**src/rtl/process_scheduler.sv**
```systemverilog
// process_scheduler
//   Round-robin process slot controller for a single processor. Holds a valid
//   bit and saved PC per slot, and drives the dispatch handshake: ask the
//   processor to stop (switch_req/switch_ack), pick the next valid slot, then
//   pulse load_valid with that slot's PC and memory base.
//
//   Optional feature macro: SCHED_PREEMPT_EN
//     defined   - a 16-bit quantum counter forces a switch every QUANTUM
//                 retired instructions when another slot is waiting.
//     undefined - no counter; switches happen only on yield or proc_halt.
//
// Ports
//   CLK, reset                  clock, synchronous active-low reset
//   create_valid/slot/pc        install a process into a free slot
//   create_err                  one-cycle pulse: create hit an occupied slot
//   inst_retire, yield,         run-time events from the processor
//   proc_halt
//   switch_req / switch_ack     stop handshake; cur_pc sampled on the ack
//   cur_pc                      processor PC, valid while switch_ack=1
//   load_valid, load_pc         one-cycle dispatch pulse and the PC to load
//   process_offset              memory base of the running slot
//   cur_slot                    index of the running slot
//   idle                        no runnable process

module process_scheduler #(
    parameter int NPROC       = 4,
    parameter int QUANTUM     = 256,
    parameter int OFFSET_STEP = 1024,
    localparam int SW         = $clog2(NPROC)
) (
    input  logic          CLK,
    input  logic          reset,
    input  logic          create_valid,
    input  logic [SW-1:0] create_slot,
    input  logic [31:0]   create_pc,
    output logic          create_err,
    input  logic          inst_retire,
    input  logic          yield,
    input  logic          proc_halt,
    input  logic [31:0]   cur_pc,
    output logic          switch_req,
    input  logic          switch_ack,
    output logic          load_valid,
    output logic [31:0]   load_pc,
    output logic [11:0]   process_offset,
    output logic [SW-1:0] cur_slot,
    output logic          idle
);

    typedef enum logic [2:0] {
        S_IDLE,
        S_RUN,
        S_REQ,
        S_SELECT,
        S_LOAD
    } state_t;

    state_t            state, state_n;
    logic [NPROC-1:0]  valid;
    logic [31:0]       saved_pc [NPROC];

    logic              create_ok;
    logic [NPROC-1:0]  create_mask;
    logic [NPROC-1:0]  eligible;
    logic              others;
    logic              halt_now;
    logic [SW-1:0]     pick;
    logic [SW-1:0]     idx;
    logic              found;
    logic              expire;

    function automatic logic [11:0] slot_offset(input logic [SW-1:0] s);
        slot_offset = 12'(int'(s) * OFFSET_STEP);
    endfunction

    assign create_ok   = create_valid && !valid[create_slot];
    assign create_mask = create_ok ? (NPROC'(1) << create_slot) : '0;
    // A slot being created this very cycle may be chosen by SELECT.
    assign eligible    = valid | create_mask;
    assign others      = |(valid & ~(NPROC'(1) << cur_slot));
    assign halt_now    = (state == S_RUN) && proc_halt;

    // Round-robin pick starting after cur_slot. Iterating from the farthest
    // candidate down leaves the nearest eligible slot as the final winner;
    // cur_slot itself (distance NPROC, wrapping to 0) is the last resort.
    always_comb begin
        pick  = '0;
        found = 1'b0;
        idx   = '0;
        for (int i = NPROC; i >= 1; i--) begin
            idx = cur_slot + SW'(i);
            if (eligible[idx]) begin
                pick  = idx;
                found = 1'b1;
            end
        end
    end

`ifdef SCHED_PREEMPT_EN
    logic [15:0] q_cnt;

    assign expire = inst_retire && (q_cnt == 16'(QUANTUM - 1));

    always_ff @(posedge CLK) begin
        if (!reset) begin
            q_cnt <= '0;
        end else if (state == S_LOAD) begin
            q_cnt <= '0;
        end else if (state == S_RUN && inst_retire) begin
            q_cnt <= expire ? 16'd0 : q_cnt + 16'd1;
        end
    end
`else
    localparam int unused_quantum = QUANTUM;
    logic unused_retire;

    assign unused_retire = inst_retire;
    assign expire        = 1'b0;
`endif

    always_comb begin
        state_n    = state;
        idle       = 1'b0;
        switch_req = 1'b0;
        load_valid = 1'b0;
        case (state)
            S_IDLE: begin
                idle = 1'b1;
                if (create_ok) state_n = S_SELECT;
            end
            S_RUN: begin
                // halt beats yield beats quantum expiry
                if (proc_halt)                      state_n = S_SELECT;
                else if ((yield || expire) && others) state_n = S_REQ;
            end
            S_REQ: begin
                switch_req = 1'b1;
                if (switch_ack) state_n = S_SELECT;
            end
            S_SELECT: begin
                state_n = found ? S_LOAD : S_IDLE;
            end
            S_LOAD: begin
                load_valid = 1'b1;
                state_n    = S_RUN;
            end
            default: state_n = S_IDLE;
        endcase
    end

    always_ff @(posedge CLK) begin
        if (!reset) begin
            state          <= S_IDLE;
            valid          <= '0;
            create_err     <= 1'b0;
            load_pc        <= '0;
            process_offset <= '0;
            cur_slot       <= '0;
            for (int k = 0; k < NPROC; k++) saved_pc[k] <= '0;
        end else begin
            state      <= state_n;
            // A create aimed at the halting slot sees it still valid, so the
            // halt wins and the create is reported as rejected.
            create_err <= create_valid && !create_ok;

            if (halt_now) valid[cur_slot] <= 1'b0;
            if (create_ok) begin
                valid[create_slot]    <= 1'b1;
                saved_pc[create_slot] <= create_pc;
            end
            if (state == S_REQ && switch_ack) saved_pc[cur_slot] <= cur_pc;

            // Registered here so the outputs are already correct during LOAD.
            if (state == S_SELECT && found) begin
                cur_slot       <= pick;
                process_offset <= slot_offset(pick);
                load_pc        <= (create_ok && create_slot == pick) ? create_pc
                                                                     : saved_pc[pick];
            end
        end
    end

endmodule

```
**config.mk**
```make
export PLATFORM = sky130hd
export DESIGN_NAME = process_scheduler
export DESIGN_NICKNAME = d
export VERILOG_FILES = /design/src/rtl/process_scheduler.sv
export SDC_FILE = /design/constraint.sdc
export NUM_CORES = 1
export LEC_CHECK = 0
export BUFFER_PORTS_ARGS = -buffer_cell sky130_fd_sc_hd__buf_4
export CAP_MARGIN = 15
export CORE_ASPECT_RATIO = 1.75
export CORE_UTILIZATION = 52
export CTS_CLUSTER_SIZE = 14
export DETAILED_ROUTE_END_ITERATION = 6
export PLACE_DENSITY_LB_ADDON = 0.15
export SLEW_MARGIN = 40
export SYNTH_ARGS = -nofsm -noshare
export SYNTH_HDL_FRONTEND = slang
export SYNTH_SLANG_ARGS = --single-unit
```
**constraint.sdc**
```tcl
create_clock -name CLK -period 2.8 [get_ports CLK]
set_clock_uncertainty 0.2 [all_clocks]
set_input_delay 0.14 -clock CLK [delete_from_list [all_inputs] [get_ports CLK]]
set_output_delay 0.14 -clock CLK [all_outputs]
set_load 0.05 [all_outputs]
```
* After elaboration in Yosys (flattened, before gate mapping)
Memories as Yosys holds them, arrays and structs flattened. A register that Yosys moved wholly into a read port is not among the register bits.
Cells that the tools add are included.
** Word-level totals
- Memory bits (writable) :: 128
- Bits in latches :: 0
- Input bits :: 73
- Flip-flop bits (word level) :: 10
- Output and inout bits :: 50
- Memories kept :: 1
- ROM bits :: 0
** Operators by class
- Div/mod/pow operators :: 0
- Reduce and logical (&&, ||, !) cells :: 16
- Equal/unequal tests :: 7
- Shifts and indexed selects :: 2
- Bitwise operators :: 6
- $lt $le $gt $ge :: 7
- Multiplexer cells :: 48
- Add/sub/neg operators :: 3
- Multipliers :: 0
** Memories
- saved_pc :: depth 4, bits a word 32, read ports 1, clocked after Yosys merged registers in 1, write ports 4, line 60 : logic [31:0] saved_pc [NPROC];
** Operator list (number)
- $mux 32 :: 2
- $reduce_or 32->1 :: 2
- $mux 1 :: 23
- $mux 4 :: 4
- $lt 2x3->1 const B :: 5
- $mux 3 :: 5
- $pmux 3 s5 :: 1
- $mux 2 :: 6
- $bmux 1 s2 :: 5
- $and 4x4->4 :: 2
- $logic_and 1x1->1 :: 8
- $not 4->4 :: 2
- $or 4x4->4 :: 2
- $shl 1x2->4 const A :: 2
- $eq 3x2->1 const B :: 2
- $add 2x2->2 const B :: 2
- $demux 1 s2 :: 2
- $ge 2x1->1 const B :: 2
- $ne 2x2->1 const B :: 2
- $reduce_or 4->1 :: 1
- $eq 3x1->1 const B :: 1
- $eq 3x3->1 const B :: 1
- $logic_not 1->1 :: 3
- $logic_not 3->1 :: 1
- 3 further kinds :: 3

* Logic depth before layout (Yosys ltp)
Gate-level depths: netlist of run 1.
- Depth in word-level cells :: 14
- Gate-level depth with buffers :: 12
- Mapped depth without buffers :: 9

* Worst setup path after synthesis of run 1
OpenSTA, ideal clock, no wires.
- Kind :: register -> register
- Start :: register state[0]
- End :: memory saved_pc[3][0] (enable)
- Library setup time :: 396 ps
- Buffers on the path :: 2
- Arrival :: 3328 ps
- Setup slack :: -1123 ps
- Cell stages (with the launch flop) :: 7
- Data required time :: 2204 ps
- Clock period less this slack :: 3923 ps
- Cells stage by stage :: dfxtp_1 clkbuf_1 nor3b_1 and3_1 and2_1 clkbuf_1 a311o_1
** RTL lines
- from (decl) :: line 58 : state_t state, state_n;
- from (signal assigned) :: line 161 : state <= state_n;
- to (decl) :: line 60

==> results of run 1 <==
-- layout make-up --
class | count | area [µm²]
clock buffer | 19 | 442.9
clock inverter | 13 | 190.2
fill | 1170 | 4474
inverter | 8 | 33.78
multi-input combinational | 537 | 3920
sequential | 170 | 4695
tap | 224 | 280.3
timing repair buffer | 273 | 2565
-- path summary, 6_finish.rpt --
check | endpoint | cells after the start | start | slack, ns
worst max-delay path | load_pc[18]$_SDFFE_PN0P_ | 10 | process_offset[10]$_SDFFE_PN0P_ | 0.02
worst min register to register | load_pc[23]$_SDFFE_PN0P_ | 2 | load_pc[23]$_SDFFE_PN0P_ | 0.34
worst max register to register | load_pc[18]$_SDFFE_PN0P_ | 10 | process_offset[10]$_SDFFE_PN0P_ | 0.02
worst min-delay path | valid[0]$_SDFF_PN0_ | 4 | create_slot[0] | 0.03
-- synth_stat cells, drive strengths merged, types with 4 or more instances --
cell      n
a22o     32
a31oi    36
mux2     33
nor3      6
and2      7
ha        4
edfxtp  128
nor3b     4
or3      33
o221ai   33
nand2   106
o21ai    70
a32o     64
inv       7
buf      30
mux2i    35
nor2     10
clkbuf   65
a211oi    4
and3      6
dfxtp    42
-- stage by stage --
stage / TNS [ns] / power, mW / hold slack, ns / util / instance area [µm²]
floorplan: -1.286 / 3.897 / 0.1271 / - / 8981
global placement: 0 / 4.407 / 0.2426 / 0.6164 / 10230
detailed placement: 0 / 4.450 / 0.2481 / 0.6164 / 10230
CTS: 0 / 7.099 / 0.02070 / 0.7118 / 11820
global route: -0.8759 / 7.439 / 0.04777 / 0.7305 / 12130
finish: 0 / 7.231 / 0.02532 / 0.7305 / 12130
-- routing by layer --
metal	routed length, µm	vias to the layer above	GRT usage
li1	-	3553	-
met1	10100	3929	0.3719
met2	14700	471	0.5765
met3	2132	70	0.03920
met4	958	0	0.1479
met5	0	-	0
-- cell families after synthesis --
group	Yosys count
simple gates	193
other cells	1
xor+xnor	2
flops	170
mux	68
compound gates	260
buf+inv	103
fa+ha+maj	4
-- registers in the layout, indices dropped and copies added (netlist names) --
register	cells
process_offset	2
load_pc	32
create_err	1
valid	4
state	3
saved_pc	128
-- power by group through the flow --
| stage | Combinational [mW] | Sequential [mW] | Clock (mW) |
|---|---|---|---|
| 6_report | 1.69 | 2.96 | 2.58 |
| 5_1_grt | 1.79 | 2.98 | 2.67 |
| 4_1_cts | 1.55 | 2.96 | 2.59 |
| 3_5_place_dp | 1.44 | 3.01 | 0 |
| 3_3_place_gp | 1.41 | 3.00 | 0 |
| 2_1_floorplan | 0.793 | 3.10 | 0 |
-- worst min-delay path: stages --
cell and delay, ns:
buf_4 0.14, nor3b_2 0.07, o21ai_0 0.20, a31oi_1 0.05
-- what timing repair did --
action	CTS	global route
hold buffers	95	0
gates resized for setup	0	20
setup endpoints to repair	0	56
setup buffers	0	18
hold endpoints to repair	167	0
==> results.sh, run 1 <==
export IMPL_synth_edff_count=128
export IMPL_synth_cell_types=56
export IMPL_drt_iter0_markers=724
export IMPL_wl_per_cell_um=22.42
export IMPL_path_buf_inv=4
export IMPL_path_max_fanout=36
export IMPL_synthAdderAreaFrac=0.005627
export IMPL_gp_congestion=0.8716
export IMPL_mostFrequentLayoutCell="buf_4"
export IMPL_post_route_period_util=0.9938
export IMPL_grt_pass1_vias=8141
export IMPL_yosysSeqAreaShare=0.5267
export IMPL_worst_pin_slew_ns=0.5008
export IMPL_criticalPathCategory="reg2reg"
export IMPL_diodes=0
export IMPL_grt_max_degree=68
export IMPL_startpoint_type="flip-flop"
export IMPL_setup_viol=0
export IMPL_rows=62
export IMPL_max_slew_margin=0.6662
export IMPL_p_leak_nw=4.609
export IMPL_clockBufferDepth=2
export IMPL_insertion_delay_ns=0.43
export IMPL_drv_slew=0
export IMPL_synth_compound_area_frac=0.2248
export IMPL_rsz0062_at_grt="yes"
export IMPL_cp_top_family="compound AO/OA/AOI/OAI gates"
export IMPL_drive_gt1_frac=0.2520
export IMPL_synth_top_area_cell="edfxtp_1"
export IMPL_cts_root_buf="clkbuf_16"
export IMPL_via_per_inst=6.449
export IMPL_post_place_cells=1096
export IMPL_synth_cells=801
export IMPL_final_instance_count_excl_fill=1244
export IMPL_arrival_ns=2.93
export IMPL_cts_inserted_buffers=17
export IMPL_ys_ff_latch=170
export IMPL_synth_top_area_share=0.4322
export IMPL_die_area_um2=17650
export IMPL_synth_simple_area_share=0.1059
export IMPL_syn_to_final_growth_pct=36.35
export IMPL_drt_total_wl_mm=27.89
export IMPL_grt_pass1_wl_mm=42.84
export IMPL_cap_viol_max_count=0
export IMPL_initial_core_util=0.5357
export IMPL_grt_overflow=0
export IMPL_core_area_um2=16600
export IMPL_die_height_um=175.0
export IMPL_chipWidth_um=100.9
export IMPL_ant_nets=0
export IMPL_setup_ws_ns=0.01741
export IMPL_hpwl_mm=15.67
export IMPL_slowest_delay_ns=0.40
export IMPL_antenna_found_initial=0
export IMPL_syn_avg_cell_area_um2=11.10
export IMPL_peakVddDrop_mv=0.4697
export IMPL_portBuffers=111
export IMPL_path_cells="clkinvlp_4 -> ha_4 -> o311ai_4 -> a221oi_4 -> buf_6 -> clkbuf_16 -> a21oi_4 -> buf_12 -> or3_1 -> a31oi_1"
export IMPL_synth_xor_xnor_area_share=0.002814
export IMPL_clkPwrFrac=0.357
export IMPL_cp_end_kind="flip-flop"
export IMPL_grtUsageTotal=0.3200
export IMPL_mostFrequentLayoutCells="152 x buf_4, 128 x edfxtp_1, 106 x nand2_1"
export IMPL_ys_top_cells_by_area="edfxtp_1 43%, dfxtp_1 9.5%, a32o_1 7.2%, nand2_1 4.5%, mux2i_1 3.9%"
export IMPL_swShare=0.2884
export IMPL_h_tree_depth=4
export IMPL_drc=0
export IMPL_p_int_mw=5.145
export IMPL_clkTransAtPathRegs_ns=0.07
export IMPL_pin_count=123
export IMPL_synthMuxAreaShare=0.08118
export IMPL_numClockSinks=170
export IMPL_dp_slack_ns=0.04409
export IMPL_async_reset_ff_frac=0
export IMPL_cp_required_ns=2.95
export IMPL_fmax_mhz=359.4
export IMPL_cts_tree="yes"
export IMPL_pwr_share_seq=0.410
export IMPL_power_frac_comb=0.234
export IMPL_final_hold_viol_count=0
export IMPL_nNetsFinal=1084
export IMPL_hp_class="in2reg"
export IMPL_post_route_min_period_ns=2.783
export IMPL_synth_ff_type="edfxtp_1"
export IMPL_cpMaxStageDelayCell="a221oi_4"
export IMPL_p_per_area_nw_per_um2=596.3
export IMPL_first_pass_iters=5
export IMPL_synth_area_um2=8894
export IMPL_synth_top_family_by_area="compound AO/OA/AOI/OAI gates"
export IMPL_yosysWarnings=0
export IMPL_vias=8023
export IMPL_switching_power_mw=2.086
export IMPL_status="finished, final reports clean"
No activity file was read; power rests on OpenSTA's default activity.
==> run 2, diff against run 1 <==
--- a/config.mk
+++ b/config.mk
@@ -8,7 +8,8 @@
 export BUFFER_PORTS_ARGS = -buffer_cell sky130_fd_sc_hd__buf_4
 export CAP_MARGIN = 15
 export CORE_ASPECT_RATIO = 1.75
-export CORE_UTILIZATION = 52
+export CORE_UTILIZATION = 54
+export CTS_BUF_LIST = sky130_fd_sc_hd__clkbuf_2 sky130_fd_sc_hd__clkbuf_4 sky130_fd_sc_hd__clkbuf_8
 export CTS_CLUSTER_SIZE = 14
 export DETAILED_ROUTE_END_ITERATION = 6
 export PLACE_DENSITY_LB_ADDON = 0.15
==> run 2 against run 1 <==
  * Sequential power barely moved
  * Final area fell by 2.6%
  * Count of clock-buffer cells in the layout fell by 2
  * Sequential share of layout area rose by 1.0 points
  * Core utilization rose by 0.64 points
  * Critical path depth rose by 2
  * First-iteration DRC count fell by 6.1%
  * Fmax rose by 0.36%
  * Combinational power fell by 4%
  * Setup slack improved by 0.010 ns
  * Global-route usage fell by 0.21 points
==> results.sh, run 2 (same netlist as run 1, synthesis figures left out) <==
export IMPL_cts_tree="yes"
export IMPL_p_leak_nw=4.502
export IMPL_diodes=0
export IMPL_core_area_um2=16030
export IMPL_h_tree_depth=4
export IMPL_drt_total_wl_mm=27.38
export IMPL_startpoint_type="input pin"
export IMPL_grt_pass1_wl_mm=41.25
export IMPL_largest_reg_flops=128
export IMPL_peakVddDrop_mv=0.3139
export IMPL_ant_nets=0
export IMPL_clockBufferDepth=2
export IMPL_fmax_mhz=360.7
export IMPL_pin_count=123
export IMPL_use_met2=0.5874
export IMPL_grtUsageMet3=0.04226
export IMPL_gp_congestion=0.8677
export IMPL_grt_max_degree=97
export IMPL_status="finished, final reports clean"
export IMPL_final_instance_count_excl_fill=1202
export IMPL_antenna_found_initial=0
export IMPL_post_route_period_util=0.9902
export IMPL_cp_required_ns=2.99
export IMPL_syn_to_final_growth_pct=32.81
export IMPL_cap_viol_max_count=0
export IMPL_final_hold_viol_count=0
export IMPL_drv_slew=0
export IMPL_hold_ws_ns=0.3284
export IMPL_cts_inserted_buffers=17
export IMPL_post_route_min_period_ns=2.773
export IMPL_cp_end_kind="flip-flop"
export IMPL_numClockSinks=170
export IMPL_p_per_area_nw_per_um2=553.0
export IMPL_die_height_um=171.8
export IMPL_initial_core_util=0.5549
export IMPL_dp_slack_ns=0.1042
export IMPL_rows=61
export IMPL_cts_root_buf="clkbuf_8"
export IMPL_dpl_cell_area_um2=10120
export IMPL_final_area_um2=11810
export IMPL_drive_gt1_frac=0.2340
export IMPL_criticalPathCategory="in2reg"
export IMPL_hpwl_mm=15.18
export IMPL_max_flop_register="saved_pc"
export IMPL_mostFrequentLayoutCell="buf_4"
export IMPL_clkTransAtPathRegs_ns=0.10
export IMPL_grtUsageTotal=0.3178
export IMPL_via_per_inst=6.567
export IMPL_met1_usage=0.3568
export IMPL_wl_per_cell_um=22.78
export IMPL_chipWidth_um=99.01
export IMPL_die_area_um2=17010
export IMPL_drt_iter0_markers=680
export IMPL_worst_pin_slew_ns=0.5105
export IMPL_grt_pass1_vias=8106
export IMPL_setup_viol=0
export IMPL_path_max_fanout=23
export IMPL_insertion_delay_ns=0.47
export IMPL_vias=7893
export IMPL_nNetsFinal=1077
export IMPL_max_slew_margin=0.6597
export IMPL_setup_ws_ns=0.02745
export IMPL_top_regs="saved_pc x128, load_pc x32, valid x4"
export IMPL_first_pass_iters=5
export IMPL_drc=0
export IMPL_mostFrequentLayoutCells="141 x buf_4, 128 x edfxtp_1, 106 x nand2_1"
export IMPL_arrival_ns=2.96
export IMPL_rsz0062_at_grt="yes"
export IMPL_top_usage_layer="met2"
export IMPL_post_place_cells=1057
export IMPL_grt_overflow=0
export IMPL_portBuffers=111
export IMPL_hp_class="in2reg"
run 2: where the power goes:
part | internal, mW | switching [mW]
combinational | 0.691 | 0.942
sequential | 2.88 | 0.0777
clock | 0.925 | 1.01
total | 4.50 | 2.03
run 2: cell type report:
| class | instances | area (µm²) |
|---|---|---|
| multi-input combinational | 537 | 3910 |
| timing repair buffer | 266 | 2500 |
| clock buffer | 17 | 234.0 |
| clock inverter | 15 | 206.4 |
| tap | 189 | 236.5 |
| sequential | 170 | 4695 |
| inverter | 8 | 30.03 |
| fill | 1121 | 4217 |
run 2: repair_timing:
| action | 4_1_cts | 5_1_grt |
|---|---|---|
| resized for setup | 0 | 16 |
| hold buffers | 104 | 0 |
| hold endpoints to repair | 167 | 0 |
| setup endpoints to repair | 0 | 52 |
| setup buffers | 0 | 5 |
run 2: final timing paths:
kind                                          startpoint                       end  slack [ns]  depth (start not counted)
worst max-delay path                      create_slot[0]  load_pc[13]$_SDFFE_PN0P_        0.03                         12
worst min-delay path                           cur_pc[8]  saved_pc[2][8]$_DFFE_PP_        0.33                          3
worst max register to register       valid[0]$_SDFF_PN0_  saved_pc[1][0]$_DFFE_PP_        0.04                          6
worst min register to register  load_pc[14]$_SDFFE_PN0P_  load_pc[14]$_SDFFE_PN0P_        0.36                          2
run 2: critical path: stages:
cell and delay (ns):
dlygate4sd3_1 0.55, buf_6 0.16, or3b_1 0.40, a32oi_2 0.24
a221oi_4 0.13, buf_12 0.18, a211oi_4 0.20, a21oi_4 0.06
buf_4 0.18, clkbuf_16 0.19, or3_1 0.31, a31oi_1 0.20
run 2: stage by stage:
| step | total power [mW] | TNS [ns] | utilization |
|---|---|---|---|
| final | 6.532 | 0 | 0.7369 |
| after global routing | 6.744 | -0.03972 | 0.7369 |
| after CTS | 6.436 | 0 | 0.7239 |
| after detailed placement | 4.423 | 0 | 0.6315 |
| after global placement | 4.381 | 0 | 0.6315 |
| after floorplan | 3.897 | -1.286 | - |
run 2: per-layer routing:
metal	share of wire	routed length (µm)	up-vias
met5	0	0	-
li1	-	-	3539
met3	0.076	2068	85
met1	0.36	9858	3828
met4	0.033	908	0
met2	0.53	14540	441
